### src/rtl/mem_arbiter.sv
`default_nettype none
// ==========================================================================
// mem_arbiter : two-master arbiter for the shared memory port, with
//               round-robin or fixed priority and an access watchdog.
// Revision    : 1.0
// ==========================================================================
module mem_arbiter #(
   parameter int FIXED_PRIO = 0,
   parameter int TIMEOUT    = 1024
) (
   input  logic        clk,
   input  logic        reset,

   input  logic        m0_req,
   input  logic [31:0] m0_addr,
   input  logic [31:0] m0_wdata,
   input  logic        m0_we,
   input  logic [2:0]  m0_funct3,
   output logic        m0_gnt,
   output logic        m0_valid,
   output logic        m0_err,
   output logic [31:0] m0_rdata,

   input  logic        m1_req,
   input  logic [31:0] m1_addr,
   input  logic [31:0] m1_wdata,
   input  logic        m1_we,
   input  logic [2:0]  m1_funct3,
   output logic        m1_gnt,
   output logic        m1_valid,
   output logic        m1_err,
   output logic [31:0] m1_rdata,

   output logic        mem_ce,
   output logic [31:0] mem_addr,
   output logic [31:0] mem_datain,
   output logic        mem_memwrite,
   output logic [2:0]  mem_funct3,
   input  logic        mem_busy,
   input  logic        mem_valid,
   input  logic [31:0] mem_dataout
);

   localparam int                 c_CNT_W    = $clog2(TIMEOUT + 1);
   localparam logic [c_CNT_W-1:0] c_CNT_LAST = c_CNT_W'(TIMEOUT - 1);
   localparam logic [c_CNT_W-1:0] c_CNT_ONE  = c_CNT_W'(1);

   typedef enum logic [1:0] {
      S_IDLE  = 2'd0,
      S_ISSUE = 2'd1,
      S_WAIT  = 2'd2,
      S_DONE  = 2'd3
   } state_t;

   state_t             r_state;
   logic [1:0]         r_grant;
   logic               r_last;
   logic [c_CNT_W-1:0] r_cnt;
   logic               r_ce;

   logic w_active;
   logic w_sel1;
   logic w_pick_m1;
   logic w_timeout;
   logic w_done;

   assign w_active  = (r_state == S_ISSUE) || (r_state == S_WAIT);
   assign w_sel1    = r_grant[1];
   // Contested requests go to m0 under fixed priority, else to whoever was not served last.
   assign w_pick_m1 = m1_req && (!m0_req || ((FIXED_PRIO == 0) && !r_last));
   assign w_timeout = (r_cnt == c_CNT_LAST);
   assign w_done    = (r_state == S_WAIT) && (mem_valid || w_timeout);

   always_ff @(posedge clk or negedge reset) begin
      if (!reset) begin
         r_state <= S_IDLE;
         r_grant <= 2'b00;
         r_last  <= 1'b1;
         r_cnt   <= '0;
         r_ce    <= 1'b0;
      end else begin
         r_ce <= 1'b0;
         case (r_state)
            S_IDLE: begin
               if ((m0_req || m1_req) && !mem_busy) begin
                  r_grant <= w_pick_m1 ? 2'b10 : 2'b01;
                  r_ce    <= 1'b1;
                  r_state <= S_ISSUE;
               end
            end
            S_ISSUE: begin
               r_cnt   <= '0;
               r_state <= S_WAIT;
            end
            S_WAIT: begin
               if (r_cnt != '1) begin
                  r_cnt <= r_cnt + c_CNT_ONE;
               end
               if (w_done) begin
                  r_state <= S_DONE;
               end
            end
            S_DONE: begin
               r_last  <= r_grant[1];
               r_grant <= 2'b00;
               r_state <= S_IDLE;
            end
            default: r_state <= S_IDLE;
         endcase
      end
   end

   // The bus carries the owner's request only while an access is in flight.
   assign mem_ce       = r_ce;
   assign mem_addr     = w_active ? (w_sel1 ? m1_addr   : m0_addr)   : 32'h0;
   assign mem_datain   = w_active ? (w_sel1 ? m1_wdata  : m0_wdata)  : 32'h0;
   assign mem_funct3   = w_active ? (w_sel1 ? m1_funct3 : m0_funct3) : 3'b000;
   assign mem_memwrite = w_active && (w_sel1 ? m1_we : m0_we);

   assign m0_gnt   = w_active && r_grant[0];
   assign m1_gnt   = w_active && r_grant[1];
   assign m0_valid = w_done && r_grant[0];
   assign m1_valid = w_done && r_grant[1];
   assign m0_err   = m0_valid && !mem_valid;
   assign m1_err   = m1_valid && !mem_valid;
   assign m0_rdata = (m0_valid && mem_valid) ? mem_dataout : 32'h0;
   assign m1_rdata = (m1_valid && mem_valid) ? mem_dataout : 32'h0;

endmodule
`default_nettype wire

### config.mk
export PLATFORM = sky130hd
export DESIGN_NAME = mem_arbiter
export DESIGN_NICKNAME = d
export VERILOG_FILES = /design/src/rtl/mem_arbiter.sv
export SDC_FILE = /design/constraint.sdc
export NUM_CORES = 1
export LEC_CHECK = 0
export ABC_AREA = 1
export BUFFER_PORTS_ARGS = -buffer_cell sky130_fd_sc_hd__buf_2
export CORE_AREA = 2 2 122 124
export CTS_CLUSTER_SIZE = 40
export DETAILED_ROUTE_END_ITERATION = 10
export DIE_AREA = 0 0 124 126
export PLACE_DENSITY = 0.48
export SYNTH_ARGS = -nofsm -noshare
export SYNTH_HDL_FRONTEND = slang
export SYNTH_SLANG_ARGS = --single-unit
### constraint.sdc
create_clock -name clk -period 1.35 [get_ports clk]
set_clock_uncertainty 0.05 [all_clocks]
set_input_delay 0.2025 -clock clk [delete_from_list [all_inputs] [get_ports clk]]
set_output_delay 0.2025 -clock clk [all_outputs]
set_load 0.03 [all_outputs]
[Word level (Yosys, flattened, before mapping)]
Cells that the tools add are included.
Word-level totals
  logic and storage cells: 59
  output and inout port bits: 139
  register bits: 17
Cells by class
  equality and inequality tests: 8
  add/subtract/negate cells: 1
  reduce and logical (&&, ||, !) cells: 26
  muxes and demuxes: 19
Operator list (number)
  $mux W32: 6
  $pmux W11 S2: 1
  $logic_and A1 B1 Y1: 12
  $add A11 B1 Y11 const B: 1
  $eq A11 B10 Y1 const B: 1
  $mux W11: 1
  $ne A11 B11 Y1 const B: 1
  $mux W2: 4
  $pmux W2 S4: 1
  $mux W3: 2
  $reduce_and A2 Y1: 3
  $eq A2 B2 Y1 const B: 2
  $logic_not A1 Y1: 4
  $logic_or A1 B1 Y1: 4
  $ne A2 B2 Y1 const B: 2
  $pmux W2 S2: 1
  $reduce_bool A2 Y1: 2
  $mux W1: 3
  $eq A2 B1 Y1 const B: 1
  $logic_not A2 Y1: 1
  $ne A2 B1 Y1 const B: 1

[Longest topological paths before layout]
  word-level depth: 6
  depth in mapped cells: 8

[Least setup slack after synthesis]
Ideal clock, no wire load.
  path type: register -> output
  start point: register r_state[0]
  end point: output mem_datain[26]
  data required time: 1.097 ns
  path slack: -0.481 ns
  data arrival time: 1.578 ns
  path buffers: 1
  cell stages (with the launch flop): 6
  cell sequence: dfrtp_1 -> inv_1 -> ha_1 -> clkbuf_1 -> o21ai_0 -> nor2_1
On the way
  cells in the longest elaborated chain, start to end: 3
RTL lines
  start: declaration: RTL line 55  | state_t r_state;
  start signal: assignment: RTL line 76  | r_state <= S_IDLE;
  start signal: assignment: RTL line 88  | r_state <= S_ISSUE;
  start signal: assignment: RTL line 93  | r_state <= S_WAIT;
  $eq A2 B1 Y1 or $eq A2 B2 Y1 (tied branches): RTL line 67  | assign w_active = (r_state == S_ISSUE) || (r_state == S_WAIT);
  $logic_or A1 B1 Y1 *: RTL line 67
  $mux W32 *: RTL line 116  | assign mem_datain = w_active ? (w_sel1 ? m1_wdata : m0_wdata) : 32'h0;
  end: declaration: RTL line 36  | output logic [31:0] mem_datain,
Mark *: on every way between the ends. The rest lies on a longest branch, timed or not.

[Worst setup path after layout]
  start point: register r_state[0]
  end point: output mem_datain[12]
Same word-level chain as after synthesis.

==> impl_metrics.yaml <==
power_and_ir_drop:
  cellPowerDensity_nw_per_um2: 2710
  finalPower_mw: 20.2
  p_leak_nw: 3.53
  ir_drop_mv: 2.25
timing:
  rsz0062_at_grt: "true"
  final.setup.tns_ns: -69.90
  worst_pin_slew_ns: 0.394
  slew_headroom_pct: 73.7
  period_share_pct: 141
  fmax_ghz: 0.526
  slew_violations: 0
  fin_ws_ns: -0.550
  setup_viol_count_final: 151
  fin_crit_ns: 1.90
  finalHoldViolations: 0
routing:
  final_antenna_net_count: 0
  viasPerCell: 4.37
  drt_iter0_markers: 96
  dr.pass1.iters: 4
  wl_per_cell_um: 14.9
  vias: 4474
  finalWirelength_mm: 15.3
  drc: 0
yosys:
  yosysSeqAreaShare_pct: 17.7
  synthCells: 472
  syn-cell-area_um2: 2410
  yosysTopAreaCell: "nor2_1"
  synth_cell_type_count: 27
  syn_nets: 652
  synthTopCellsByArea: "nor2_1 (33%), dfrtp_1 (17%), o21ai_0 (15%)"
  postSynthAreaPerCell_um2: 5.11
  synth-seq-cells: 17
  yosys.area.top_type_share_pct: 32.7
  yosys_warnings: 0
cts:
  clk_latency_ns: 0.25
  cts_tree: "yes"
  cts_root_buffer: "clkbuf_16"
  ctsHtreeMaxLevel: 1
  clk_path_buf_depth: 2
  cts-buffers-inserted: 3
  path_clk_slew_ns: 0.05
  cts_sinks: 17
setup_path:
  worstPathArrival_ns: 1.65
  crit_family: "buffers and inverters"
  slowest_stage: "dfrtp_1"
  crit_type: "register to output port"
  critPathRequiredTime_ns: 1.10
  worst_setup_path_start_kind: "register"
  slowest_delay_ns: 0.36
  crit_path_end_kind: "output port"
  critPathBufInv: 4
  path_max_fanout: 6
  worstPathCellList: "inv_2 > ha_4 > buf_12 > buf_16 > o21ai_2 > nor2_2 > buf_6"
global_routing:
  grt_pass1_vias: 4260
  grtUsageTotal_pct: 16.4
  overflow: 0
  antenna_found_initial: 1
  grt_start_max_net_pins: 38
  grt_pass1_wl_mm: 20.7
status:
  violations: "setup timing"
  outcome: "complete, but fails checks"
run:
  drv_cap: 0
cells_and_area:
  drive_above_1_share_pct: 74.2
  syn2layout_area_growth_pct: 209
  fillers: 1308
  fin_nets: 1021
  antenna_cells: 0
  postLayoutCoreUtil_pct: 52.0
floorplanning:
  design.die.area_um2: 15600
  initial_core_util_pct: 16.8
  coreArea_um2: 14300
  die_height_um: 126
  rows: 44
  ios: 313
  die_w_um: 124
min_path:
  hold_path_class: "primary input to register"
placed_design:
  place.gp.congestion: 0.885
  hpwlAfterDp_mm: 11.1
  io_buffers: 312
-- routing by layer --
layer / vias up / routed length [µm] / track usage [%]
met5: - / 0 / 0
met4: 0 / 102 / 2.64
met3: 8 / 1170 / 3.03
met2: 202 / 8450 / 33.0
met1: 2067 / 5570 / 17.6
li1: 2197 / - / -
-- path summary, 6_finish.rpt --
check / startpoint / end / slack, ns / depth (start not counted)
min reg2reg: r_last / r_last / 0.44 / 2
min: m1_req / r_grant[1] / 0.23 / 3
max: r_state[0] / mem_datain[12] / -0.55 / 7
max in group asynchronous: reset / r_last / 0.57 / 2
max reg2reg: r_state[0] / r_cnt[1] / -0.24 / 10
min in group asynchronous: reset / r_cnt[3] / 0.36 / 2
-- logic make-up (layout without fill, tap and decap cells) --
logic type               count (synthesis)  in the layout  synth area share [%]
adder cells (fa/ha/maj)                  6              6                  3.11
flip-flops                              17             17                  17.7
AND/OR/NAND/NOR                        280            280                  47.0
XOR/XNOR                                 1              1                 0.363
buffers and inverters                   84            452                  13.2
AO/OA/AOI/OAI                           84             84                  18.6
-- worst reg2reg max path, cell delays in order, from the launching register on --
cell and delay [ns]:
dfrtp_1 0.36, inv_2 0.06, buf_4 0.14, ha_4 0.18
buf_4 0.14, buf_8 0.13, inv_4 0.06, nand2_4 0.08
buf_4 0.16, nand3_1 0.08, nand2_1 0.05
-- stage by stage --
step	std cells	setup WS [ns]	cell area (µm²)	hold WS (ns)
global route	1024	-0.621	7450	0.242
finish	1024	-0.550	7450	0.228
floorplan	472	-0.403	3520	-0.143
detailed placement	986	-0.329	5530	0.108
CTS	1008	-0.541	6310	0.259
global placement	986	-0.319	5530	0.109
-- report_power, final --
group	leakage (nW)	internal [mW]	switching [mW]	total (mW)
clock network	0.0409	0.397	0.212	0.609
logic	3.26	8.63	10.2	18.8
registers	0.224	0.645	0.125	0.770
total	3.53	9.67	10.5	20.2
-- cells in the mapped netlist (all sizes together) --
cell	number
nor2	212
o21ai	78
inv	55
nand2	40
clkbuf	26
nand3	21
dfrtp	16
ha	6
nand4	4
buf	3
o21bai	2
or2	2
a21boi	1
a21oi	1
dfstp	1
nor3	1
o211ai	1
o21a	1
xor2	1
-- cells in the final DEF, fill, tap and decap left out, types with 2 or more instances in the layout --
cell	netlist	routed
o21ai_4	0	42
nor2_1	210	77
nand2_4	2	4
nor2_4	2	80
nand2_1	36	28
buf_2	3	174
clkbuf_16	0	8
ha_4	0	2
nand2_2	2	6
nor2_2	0	55
inv_2	5	7
o21bai_1	2	2
o21ai_1	2	12
nand3_4	0	5
dfrtp_1	16	15
buf_4	0	45
inv_6	0	2
buf_16	0	4
inv_4	0	3
inv_1	50	43
ha_1	6	3
nand4_1	4	4
buf_12	0	14
o21ai_0	72	9
buf_6	0	146
nand3_1	20	16
o21ai_2	4	15
buf_8	0	4
nand2_8	0	2
-- area by class of cell --
| type | count | area, µm² | area share (%) |
|---|---|---|---|
| Clock buffer | 3 | 75.1 | 1.01 |
| Multi-Input combinational cell | 371 | 3050 | 40.9 |
| Timing Repair Buffer | 393 | 3440 | 46.2 |
| Clock inverter | 1 | 5.00 | 0.0672 |
| Tap cell | 184 | 230 | 3.09 |
| Inverter | 55 | 224 | 3.01 |
| Sequential cell | 17 | 430 | 5.78 |
-- timing repair --
| action | in CTS | in global routing |
|---|---|---|
| cloned | 4 | 7 |
| setup buffers | 13 | 13 |
| resized for setup | 163 | 329 |
| hold buffers | 1 | 0 |
| pin swaps | 18 | 56 |
| hold endpoints to repair | 16 | 0 |
| endpoints found under the setup margin | 151 | 152 |
-- sequential cells by signal, indices dropped and copies added, names as in the netlist --
name / cells
r_cnt: 11
mem_ce: 1
r_state: 2
r_last: 1
r_grant: 2
Power figures use the tool's default switching activity.
